--- src/rtl/matrix_uart_display_pkg.sv ---
// Shared constants for the matrix display path: ASCII codes, FSM encoding, dimension limit.
package matrix_uart_display_pkg;

  localparam logic [2:0] MAX_DIM = 3'd5;

  localparam logic [7:0] ASCII_SPACE = 8'h20;
  localparam logic [7:0] ASCII_CR    = 8'h0D;
  localparam logic [7:0] ASCII_LF    = 8'h0A;
  localparam logic [7:0] ASCII_ZERO  = 8'h30;

  localparam logic [3:0] ST_IDLE     = 4'd0;
  localparam logic [3:0] ST_HDR      = 4'd1;
  localparam logic [3:0] ST_RD_ADDR  = 4'd2;
  localparam logic [3:0] ST_RD_WAIT  = 4'd3;
  localparam logic [3:0] ST_CONV     = 4'd4;
  localparam logic [3:0] ST_SEND_DIG = 4'd5;
  localparam logic [3:0] ST_SEND_SEP = 4'd6;
  localparam logic [3:0] ST_DONE     = 4'd7;
  localparam logic [3:0] ST_HOLD     = 4'd8;

  function automatic logic dims_valid(input logic [2:0] m, input logic [2:0] n);
    return (m != 3'd0) && (n != 3'd0) && (m <= MAX_DIM) && (n <= MAX_DIM);
  endfunction

endpackage

--- src/rtl/uart_tx_byte.sv ---
// 8N1 byte transmitter. tx_busy drops during the last stop-bit clock so the next
// byte's start bit follows the stop bit with no idle gap.
module uart_tx_byte #(
  parameter int BIT_CLKS = 868
) (
  input  logic       clk,
  input  logic       rst,
  input  logic       tx_start,
  input  logic [7:0] tx_data,
  output logic       tx_busy,
  output logic       uart_tx
);

  localparam int CNT_W = $clog2(BIT_CLKS);
  localparam logic [CNT_W-1:0] BAUD_LAST = CNT_W'(BIT_CLKS - 1);

  logic             active;
  logic [8:0]       shift_q;
  logic [3:0]       bit_cnt;
  logic [CNT_W-1:0] baud_cnt;

  assign tx_busy = active && !((bit_cnt == 4'd0) && (baud_cnt == '0));

  always_ff @(posedge clk or posedge rst) begin
    if (rst) begin
      active   <= 1'b0;
      shift_q  <= 9'h1FF;
      bit_cnt  <= 4'd0;
      baud_cnt <= '0;
      uart_tx  <= 1'b1;
    end else if (tx_start && !tx_busy) begin
      active   <= 1'b1;
      uart_tx  <= 1'b0;
      shift_q  <= {1'b1, tx_data};
      bit_cnt  <= 4'd9;
      baud_cnt <= BAUD_LAST;
    end else if (active) begin
      if (baud_cnt != '0) begin
        baud_cnt <= baud_cnt - CNT_W'(1);
      end else if (bit_cnt == 4'd0) begin
        active  <= 1'b0;
        uart_tx <= 1'b1;
      end else begin
        uart_tx  <= shift_q[0];
        shift_q  <= {1'b1, shift_q[8:1]};
        bit_cnt  <= bit_cnt - 4'd1;
        baud_cnt <= BAUD_LAST;
      end
    end
  end

endmodule

--- src/rtl/matrix_uart_display.sv ---
// Reads an m x n matrix from storage and prints it as decimal ASCII text over UART.
//   state    | meaning
//   IDLE     | waiting for w_en_display
//   HDR      | send "m n\r\n", or bail out to DONE on illegal dims
//   RD_ADDR  | drive o_disp_addr = base + element index
//   RD_WAIT  | wait for storage read latency, latch the byte
//   CONV     | binary to decimal by repeated subtraction
//   SEND_DIG | send the decimal digits, leading zeros suppressed
//   SEND_SEP | send ' ' between elements or CR LF at row end
//   DONE     | wait for the line to go idle, pulse w_disp_done
//   HOLD     | wait for w_en_display to drop before re-arming
module matrix_uart_display
  import matrix_uart_display_pkg::*;
#(
  parameter int CLK_FREQ  = 100_000_000,
  parameter int BAUD_RATE = 115200,
  parameter int RD_LAT    = 1
) (
  input  logic        clk,
  input  logic        rst,
  input  logic        w_en_display,
  input  logic [7:0]  w_base_addr,
  input  logic [2:0]  i_dim_m,
  input  logic [2:0]  i_dim_n,
  output logic [7:0]  o_disp_addr,
  input  logic [31:0] i_storage_rdata,
  output logic        uart_tx,
  output logic        w_disp_done,
  output logic        o_busy
);

  localparam int LAT_W = (RD_LAT > 1) ? $clog2(RD_LAT + 1) : 1;
  localparam logic [LAT_W-1:0] LAT_INIT = LAT_W'(RD_LAT);

  logic [3:0]       state;
  logic [7:0]       base_q;
  logic [2:0]       dim_m_q, dim_n_q;
  logic [2:0]       row_q, col_q;
  logic [7:0]       idx_q;
  logic [2:0]       hdr_idx;
  logic             lf_phase;
  logic [7:0]       val_q;
  logic [1:0]       hund_q;
  logic [3:0]       tens_q;
  logic [1:0]       dig_sel;
  logic [LAT_W-1:0] wait_cnt;

  logic       tx_start, tx_busy;
  logic [7:0] tx_data;
  logic       dims_ok, last_col, last_row;
  logic       unused_rdata_hi;

  assign dims_ok         = dims_valid(dim_m_q, dim_n_q);
  assign last_col        = (col_q + 3'd1) == dim_n_q;
  assign last_row        = (row_q + 3'd1) == dim_m_q;
  assign unused_rdata_hi = ^i_storage_rdata[31:8];

  // Byte source for the transmitter; a byte is handed over in the cycle tx_start is high.
  always_comb begin
    tx_start = 1'b0;
    tx_data  = ASCII_SPACE;
    case (state)
      ST_HDR: begin
        tx_start = dims_ok && !tx_busy;
        case (hdr_idx)
          3'd0:    tx_data = ASCII_ZERO + {5'd0, dim_m_q};
          3'd1:    tx_data = ASCII_SPACE;
          3'd2:    tx_data = ASCII_ZERO + {5'd0, dim_n_q};
          3'd3:    tx_data = ASCII_CR;
          default: tx_data = ASCII_LF;
        endcase
      end
      ST_SEND_DIG: begin
        tx_start = !tx_busy;
        case (dig_sel)
          2'd0:    tx_data = ASCII_ZERO + {6'd0, hund_q};
          2'd1:    tx_data = ASCII_ZERO + {4'd0, tens_q};
          default: tx_data = ASCII_ZERO + val_q;
        endcase
      end
      ST_SEND_SEP: begin
        tx_start = !tx_busy;
        if (!last_col)      tx_data = ASCII_SPACE;
        else if (!lf_phase) tx_data = ASCII_CR;
        else                tx_data = ASCII_LF;
      end
      default: ;
    endcase
  end

  always_ff @(posedge clk or posedge rst) begin
    if (rst) begin
      state       <= ST_IDLE;
      base_q      <= 8'd0;
      dim_m_q     <= 3'd0;
      dim_n_q     <= 3'd0;
      row_q       <= 3'd0;
      col_q       <= 3'd0;
      idx_q       <= 8'd0;
      hdr_idx     <= 3'd0;
      lf_phase    <= 1'b0;
      val_q       <= 8'd0;
      hund_q      <= 2'd0;
      tens_q      <= 4'd0;
      dig_sel     <= 2'd0;
      wait_cnt    <= '0;
      o_disp_addr <= 8'd0;
      w_disp_done <= 1'b0;
      o_busy      <= 1'b0;
    end else begin
      w_disp_done <= 1'b0;
      case (state)
        ST_IDLE: begin
          if (w_en_display) begin
            base_q  <= w_base_addr;
            dim_m_q <= i_dim_m;
            dim_n_q <= i_dim_n;
            hdr_idx <= 3'd0;
            o_busy  <= 1'b1;
            state   <= ST_HDR;
          end
        end
        ST_HDR: begin
          if (!dims_ok) begin
            state <= ST_DONE;
          end else if (tx_start) begin
            if (hdr_idx == 3'd4) begin
              row_q <= 3'd0;
              col_q <= 3'd0;
              idx_q <= 8'd0;
              state <= ST_RD_ADDR;
            end else begin
              hdr_idx <= hdr_idx + 3'd1;
            end
          end
        end
        ST_RD_ADDR: begin
          o_disp_addr <= base_q + idx_q;
          wait_cnt    <= LAT_INIT;
          state       <= ST_RD_WAIT;
        end
        ST_RD_WAIT: begin
          if (wait_cnt == '0) begin
            val_q  <= i_storage_rdata[7:0];
            hund_q <= 2'd0;
            tens_q <= 4'd0;
            state  <= ST_CONV;
          end else begin
            wait_cnt <= wait_cnt - LAT_W'(1);
          end
        end
        ST_CONV: begin
          if (val_q >= 8'd100) begin
            val_q  <= val_q - 8'd100;
            hund_q <= hund_q + 2'd1;
          end else if (val_q >= 8'd10) begin
            val_q  <= val_q - 8'd10;
            tens_q <= tens_q + 4'd1;
          end else begin
            dig_sel <= (hund_q != 2'd0) ? 2'd0 : ((tens_q != 4'd0) ? 2'd1 : 2'd2);
            state   <= ST_SEND_DIG;
          end
        end
        ST_SEND_DIG: begin
          if (tx_start) begin
            if (dig_sel == 2'd2) begin
              lf_phase <= 1'b0;
              state    <= ST_SEND_SEP;
            end else begin
              dig_sel <= dig_sel + 2'd1;
            end
          end
        end
        ST_SEND_SEP: begin
          if (tx_start) begin
            if (!last_col) begin
              col_q <= col_q + 3'd1;
              idx_q <= idx_q + 8'd1;
              state <= ST_RD_ADDR;
            end else if (!lf_phase) begin
              lf_phase <= 1'b1;
            end else if (last_row) begin
              state <= ST_DONE;
            end else begin
              row_q <= row_q + 3'd1;
              col_q <= 3'd0;
              idx_q <= idx_q + 8'd1;
              state <= ST_RD_ADDR;
            end
          end
        end
        ST_DONE: begin
          if (!tx_busy) begin
            w_disp_done <= 1'b1;
            o_busy      <= 1'b0;
            state       <= ST_HOLD;
          end
        end
        ST_HOLD: begin
          if (!w_en_display) state <= ST_IDLE;
        end
        default: state <= ST_IDLE;
      endcase
    end
  end

  uart_tx_byte #(
    .BIT_CLKS(CLK_FREQ / BAUD_RATE)
  ) u_tx (
    .clk      (clk),
    .rst      (rst),
    .tx_start (tx_start),
    .tx_data  (tx_data),
    .tx_busy  (tx_busy),
    .uart_tx  (uart_tx)
  );

endmodule

--- config.mk ---
export PLATFORM = sky130hd
export DESIGN_NAME = matrix_uart_display
export DESIGN_NICKNAME = d
export VERILOG_FILES = /design/src/rtl/matrix_uart_display_pkg.sv /design/src/rtl/uart_tx_byte.sv /design/src/rtl/matrix_uart_display.sv
export SDC_FILE = /design/constraint.sdc
export NUM_CORES = 1
export LEC_CHECK = 0
export ABC_AREA = 0
export ABC_CLOCK_PERIOD_IN_PS = 6800
export CAP_MARGIN = 20
export CORE_UTILIZATION = 45
export CTS_CLUSTER_DIAMETER = 120
export CTS_CLUSTER_SIZE = 30
export DETAILED_ROUTE_END_ITERATION = 10
export PLACE_DENSITY = 0.66
export SETUP_SLACK_MARGIN = 0.02
export SYNTH_ARGS = -nofsm -noshare
export SYNTH_HDL_FRONTEND = slang
export SYNTH_SLANG_ARGS = --single-unit
--- constraint.sdc ---
create_clock -name clk -period 6.8 [get_ports clk]
set_clock_uncertainty 0.05 [all_clocks]
set_input_delay 0.68 -clock clk [delete_from_list [all_inputs] [get_ports clk]]
set_output_delay 0.68 -clock clk [all_outputs]
set_load 0.05 [all_outputs]
==> reports/qor.csv, run 1 <==
metric,value,unit
first_global_vias,4185,
ys_types,69,
numCtsBuffers,9,
critPathKind,reg2reg,
arrival,3.70,ns
first_iter_violations,308,
hold_path.class,reg2reg,
leakage,2.60,nW
critPathMaxFanout,16,
power_density,440,nW/um2
synth_seq_area_share,41.1,%
crit_chain,nand2b_1 -> nor2_1 -> a211oi_1 -> nor2_1 -> nor2_1 -> a221o_1,
grt_util_all_layers,20.3,%
coreArea,11500,um2
synth_common_cells,"78 x dfrtp_1, 62 x nand2_1, 44 x nor2_1",
synthTopCellsByArea,"dfrtp_1 37%, ha_1 7.5%, dfstp_2 4.4%",
hold_depth,2,
critPathMaxStageDelay,0.76,ns
path_clk_slew,0.07,ns
syn_inst,566,
postCtsHoldBufs,0,
rsz0062_at_grt,no,
mappedNetlistArea,5320,um2
ant_nets,0,
synth-edff-count,0,
die-area,12300,um2
overflow,0,
min_period,3.48,ns
worstMarginPinSlew,0.952,ns
ios,60,
drcViolationCount,0,
post_synth.cell_area_avg,9.40,um2
drt_pass1_iterations,4,
setup_violations,0,
rrSetupSlack,3.32,ns
maxSlewViolCount,0,
reg2regPathDepth,6,
worst-endpoint-required,7.02,ns
vias,4316,
ys_ff_latch,87,
synth.most_common_cell,dfrtp_1,
fmax,287,MHz
postCtsSetupBuffers,0,
synth_largest_area_cell,dfrtp_1,
fin_crit_sh,51.2,%
area_growth,14.5,%
grt_pass1_wl,20300,um
final_nets,674,
grt_antenna_before_repair,0,
synth_top_area_share,36.7,%
min_to,o_disp_addr[1],
tns,0,ns
cts_resized,0,
wl_per_cell,15.8,um
n_antenna_cell,0,
ys_async_sr_fraction,100,%
drt-total-wl,11700,um
cts_root_buf,clkbuf_16,
clock_sinks,87,
gp_congestion,0.824,
clock_latency,0.35,ns
r2r_start,state[3],
peakVddDrop,0.220,mV
cts_htree_levels,3,
power.total,2.68,mW
port_buffers,35,
hold_start,o_disp_addr[1],
clk_path_buf_depth,2,
cap_violations,0,
die_y,111,um
die_width,111,um
worst-path-buf-inv,0,
outcome,completed,
synth_nets,648,
yosysWarnings,0,
crit_family,simple AND/OR/NAND/NOR gates,
synth-main-ff-cell,dfrtp_1,
hold_viol_final,0,
num_rows,39,
drive_above_1_share,10.9,%
routed_via_density,5.83,
worst_path_most_repeated_cell,nor2_1,
start_util,46.4,%
slowest_stage,nor2_1,
end_kind,register,
grt_max_degree,58,
regToRegEndpoint,u_tx.shift_q[0],
start_kind,register,
dp_hpwl,8360,um
cts_tree,built,
slew_headroom,36.4,%
-- flip-flops by register name (all words and copies together), names as in the netlist, 3 cells and up --
signal,count
state,4
u_tx.bit_cnt,4
tens_q,4
col_q,3
u_tx.shift_q,8
hdr_idx,3
o_disp_addr,8
row_q,3
dim_n_q,3
dim_m_q,3
u_tx.baud_cnt,10
base_q,8
idx_q,8
val_q,8
-- worst max-delay path by stage --
stage / from / endpoint / slack [ns] / depth (start not counted)
floorplan: rst / base_q[0] / 3.83 / 1
global placement: state[3] / u_tx.shift_q[0] / 3.44 / 6
finish: state[3] / u_tx.shift_q[0] / 3.32 / 6
detailed placement: state[3] / u_tx.shift_q[0] / 3.35 / 6
global route: state[3] / u_tx.shift_q[0] / 3.02 / 6
CTS: state[3] / u_tx.shift_q[0] / 3.32 / 6
-- cell type report --
cell class	instances	area, um2
fill	1041	5380
clock buffer	9	225
tap	143	179
clock inverter	7	96.3
sequential	87	2190
multi-input combinational	425	2910
timing repair buffer	38	373
inverter	31	118
-- metrics by stage --
step / hold slack, ns / utilization (%) / std cells / cell area [um2] / worst slack [ns]
after global routing: 0.467 / 53.1 / 740 / 6090 / 3.02
final: 0.427 / 53.1 / 740 / 6090 / 3.32
after CTS: 0.434 / 53.1 / 740 / 6090 / 3.32
after global placement: 0.412 / 50.3 / 724 / 5770 / 3.44
after floorplan: 0.404 / - / 566 / 5320 / 3.83
after detailed placement: 0.419 / 50.3 / 724 / 5770 / 3.35
-- placed cells by master, fill, tap and decap left out, types with 9 or more instances in the layout --
cell type	instances
dfrtp_1	78
dfstp_2	9
nand2_1	62
ha_1	32
xnor2_1	11
o21ai_0	34
a21oi_1	34
o31ai_1	9
xor2_1	14
clkbuf_16	9
nor3_1	17
o22ai_1	10
nor2_1	44
nand3_1	22
inv_1	30
clkdlybuf4s50_1	35
mux2_2	18
-- cells by family after synthesis --
group / count (synthesis) / share of synthesized area (%)
xor+xnor: 27 / 4.96
fa+ha+maj: 33 / 7.90
mux: 26 / 5.32
compound gates: 142 / 17.9
buf+inv: 54 / 4.16
simple gates: 197 / 18.6
flops: 87 / 41.1
-- routing by layer --
layer	share of wire, %	global-route usage [%]	wire (um)	up-vias
li1	-	-	-	2107
met1	49	28.4	5780	2121
met2	45	31.4	5320	70
met3	3.6	4.70	426	18
met4	1.4	6.13	165	0
met5	0	0	0	-
-- worst min-delay path: stages (launching register included) --
cell,delay [ns]
dfrtp_1,0.34
nand2_1,0.04
o21ai_0,0.06
-- power breakdown --
group | switching (mW) | leakage (nW) | internal [mW]
combinational | 0.681 | 1.38 | 0.502
sequential | 0.231 | 1.07 | 0.728
clock | 0.217 | 0.148 | 0.322
(Power assumes the default switching activity.)
==> run 2, diff against run 1 <==
--- a/config.mk
+++ b/config.mk
@@ -6,7 +6,7 @@
 export NUM_CORES = 1
 export LEC_CHECK = 0
 export ABC_AREA = 0
-export ABC_CLOCK_PERIOD_IN_PS = 6800
+export ABC_CLOCK_PERIOD_IN_PS = 3300
 export CAP_MARGIN = 20
 export CORE_UTILIZATION = 45
 export CTS_CLUSTER_DIAMETER = 120
==> constraint.sdc (replaced) <==
create_clock -name clk -period 3.3 [get_ports clk]
set_clock_uncertainty 0.05 [all_clocks]
set_input_delay 0.33 -clock clk [delete_from_list [all_inputs] [get_ports clk]]
set_output_delay 0.33 -clock clk [all_outputs]
set_load 0.05 [all_outputs]
==> run 2 against run 1 <==
Against the previous run: hold slack worse by 0.17 ns; utilization rose by 0.58 points; power increased by 110%; final cell count is 1.5% higher; combinational power grew 110%; clock power is 91% higher; fmax up 28%; register-to-register slack got worse by 2.7 ns; non-clock buffer count increased by 11; first-iteration DRC count fell by 4.5%; worst setup slack worse by 2.7 ns; global-route usage rose by 1.4 points; largest power group unchanged; highest routed layer unchanged.
==> reports/qor.csv, run 2 (synthesis gave the netlist of run 1 again) <==
metric,value,unit
clkPwrFrac,18.5,%
hold_path.class,in2async,
dp.cells,735,
rrSetupSlack,0.58,ns
ios,60,
r2r_start,u_tx.bit_cnt[0],
drcViolationCount,0,
worst-path-buf-inv,1,
power_density,900,nW/um2
die_width,111,um
die-area,12300,um2
met1Wirelength,5760,um
grt_pass1_wl,21600,um
met3_length,436,um
die_y,111,um
met2_length,5920,um
cap_violations,0,
start_util,46.4,%
pwr-share-comb,45.5,%
grt_max_degree,43,
grt_antenna_before_repair,0,
routed_via_density,5.85,
slew_headroom,58.6,%
critPathMaxFanout,11,
highest_layer,met4,
setup_violations,0,
wl_per_cell,16.4,um
overflow,0,
min_period,2.72,ns
area_growth,15.7,%
p_switching,2.34,mW
place_ws,0.595,ns
postCtsHoldBufs,0,
crit_family,compound AO/OA/AOI/OAI gates,
drive_above_1_share,12.0,%
reg2regPathDepth,8,
postPlaceCellArea,5860,um2
worstMarginPinSlew,0.617,ns
power.internal,3.20,mW
first_iter_violations,294,
largest-register,u_tx.baud_cnt,
first_global_vias,4397,
drt-total-wl,12300,um
clk_path_buf_depth,2,
worst-endpoint-required,3.46,ns
tns,0,ns
final_nets,685,
end_kind,register,
coreArea,11500,um2
power.total,5.54,mW
start_kind,register,
port_buffers,35,
arrival,2.88,ns
grt_util_all_layers,21.8,%
gp_congestion,0.846,
outcome,completed,
seqPwrFrac,35.9,%
rsz0062_at_grt,no,
path_clk_slew,0.06,ns
clock_latency,0.35,ns
cts_tree,built,
fin_crit_sh,82.4,%
final_common_cell,dfrtp_1,
setup_ws,0.580,ns
clock_sinks,87,
cts_root_buf,clkbuf_16,
drt_pass1_iterations,5,
layout_common_cells,"78 x dfrtp_1, 62 x nand2_1, 44 x nor2_1",
holdWs,0.257,ns
switching_share,42.2,%
dp_hpwl,9000,um
nFillCells,996,
vias,4396,
peakVddDrop,0.430,mV
num_rows,39,
postCtsSetupBuffers,0,
slowest_stage,o41a_1,
crit_chain,inv_1 -> ha_1 -> or3b_1 -> o41a_1 -> a2111o_1 -> nand4_1 -> xor2_1 -> nand2_1,
leakage,2.65,nW
numCtsBuffers,9,
critPathMaxStageDelay,0.55,ns
fmax,368,MHz
maxSlewViolCount,0,
utilization,53.7,%
ant_nets,0,
critPathKind,reg2reg,
largest_register_ff_count,10,
n_antenna_cell,0,
regToRegEndpoint,u_tx.baud_cnt[8],
fin_area,6150,um2
cts_resized,0,
final_cells,751,
hold_viol_final,0,
cts_htree_levels,3,
run 2: layout make-up:
cell class / instances / area, um2 / share of cell area, %
Clock buffer: 13 / 250 / 4.07
Clock inverter: 3 / 42.5 / 0.691
Inverter: 31 / 118 / 1.91
Multi-Input combinational cell: 425 / 2910 / 47.3
Sequential cell: 87 / 2190 / 35.6
Tap cell: 143 / 179 / 2.91
Timing Repair Buffer: 49 / 468 / 7.60
run 2: power groups by stage:
stage	clock network (mW)	logic (mW)	registers, mW
CTS	1.05	2.53	1.98
finish	1.03	2.52	1.99
detailed placement	0	2.51	2.00
floorplan	0	1.82	1.97
global route	1.10	2.80	2.06
global placement	0	2.43	1.97
run 2: layer usage:
| metal | track usage [%] | vias up |
|---|---|---|
| li1 | - | 2125 |
| met1 | 29.6 | 2175 |
| met3 | 3.55 | 12 |
| met2 | 34.9 | 84 |
| met5 | 0 | - |
| met4 | 8.18 | 0 |
run 2: how the worst max path moves through the flow:
| stage | start | endpoint | slack [ns] | cells past startpoint |
|---|---|---|---|---|
| 2_1_floorplan | rst | base_q[0] | 0.68 | 1 |
| 3_3_place_gp | u_tx.bit_cnt[0] | u_tx.baud_cnt[8] | 0.64 | 8 |
| 3_5_place_dp | u_tx.bit_cnt[0] | u_tx.baud_cnt[8] | 0.59 | 8 |
| 4_1_cts | u_tx.bit_cnt[0] | u_tx.baud_cnt[8] | 0.57 | 8 |
| 5_1_grt | state[3] | u_tx.baud_cnt[4] | 0.40 | 6 |
| 6_report | u_tx.bit_cnt[0] | u_tx.baud_cnt[8] | 0.58 | 8 |
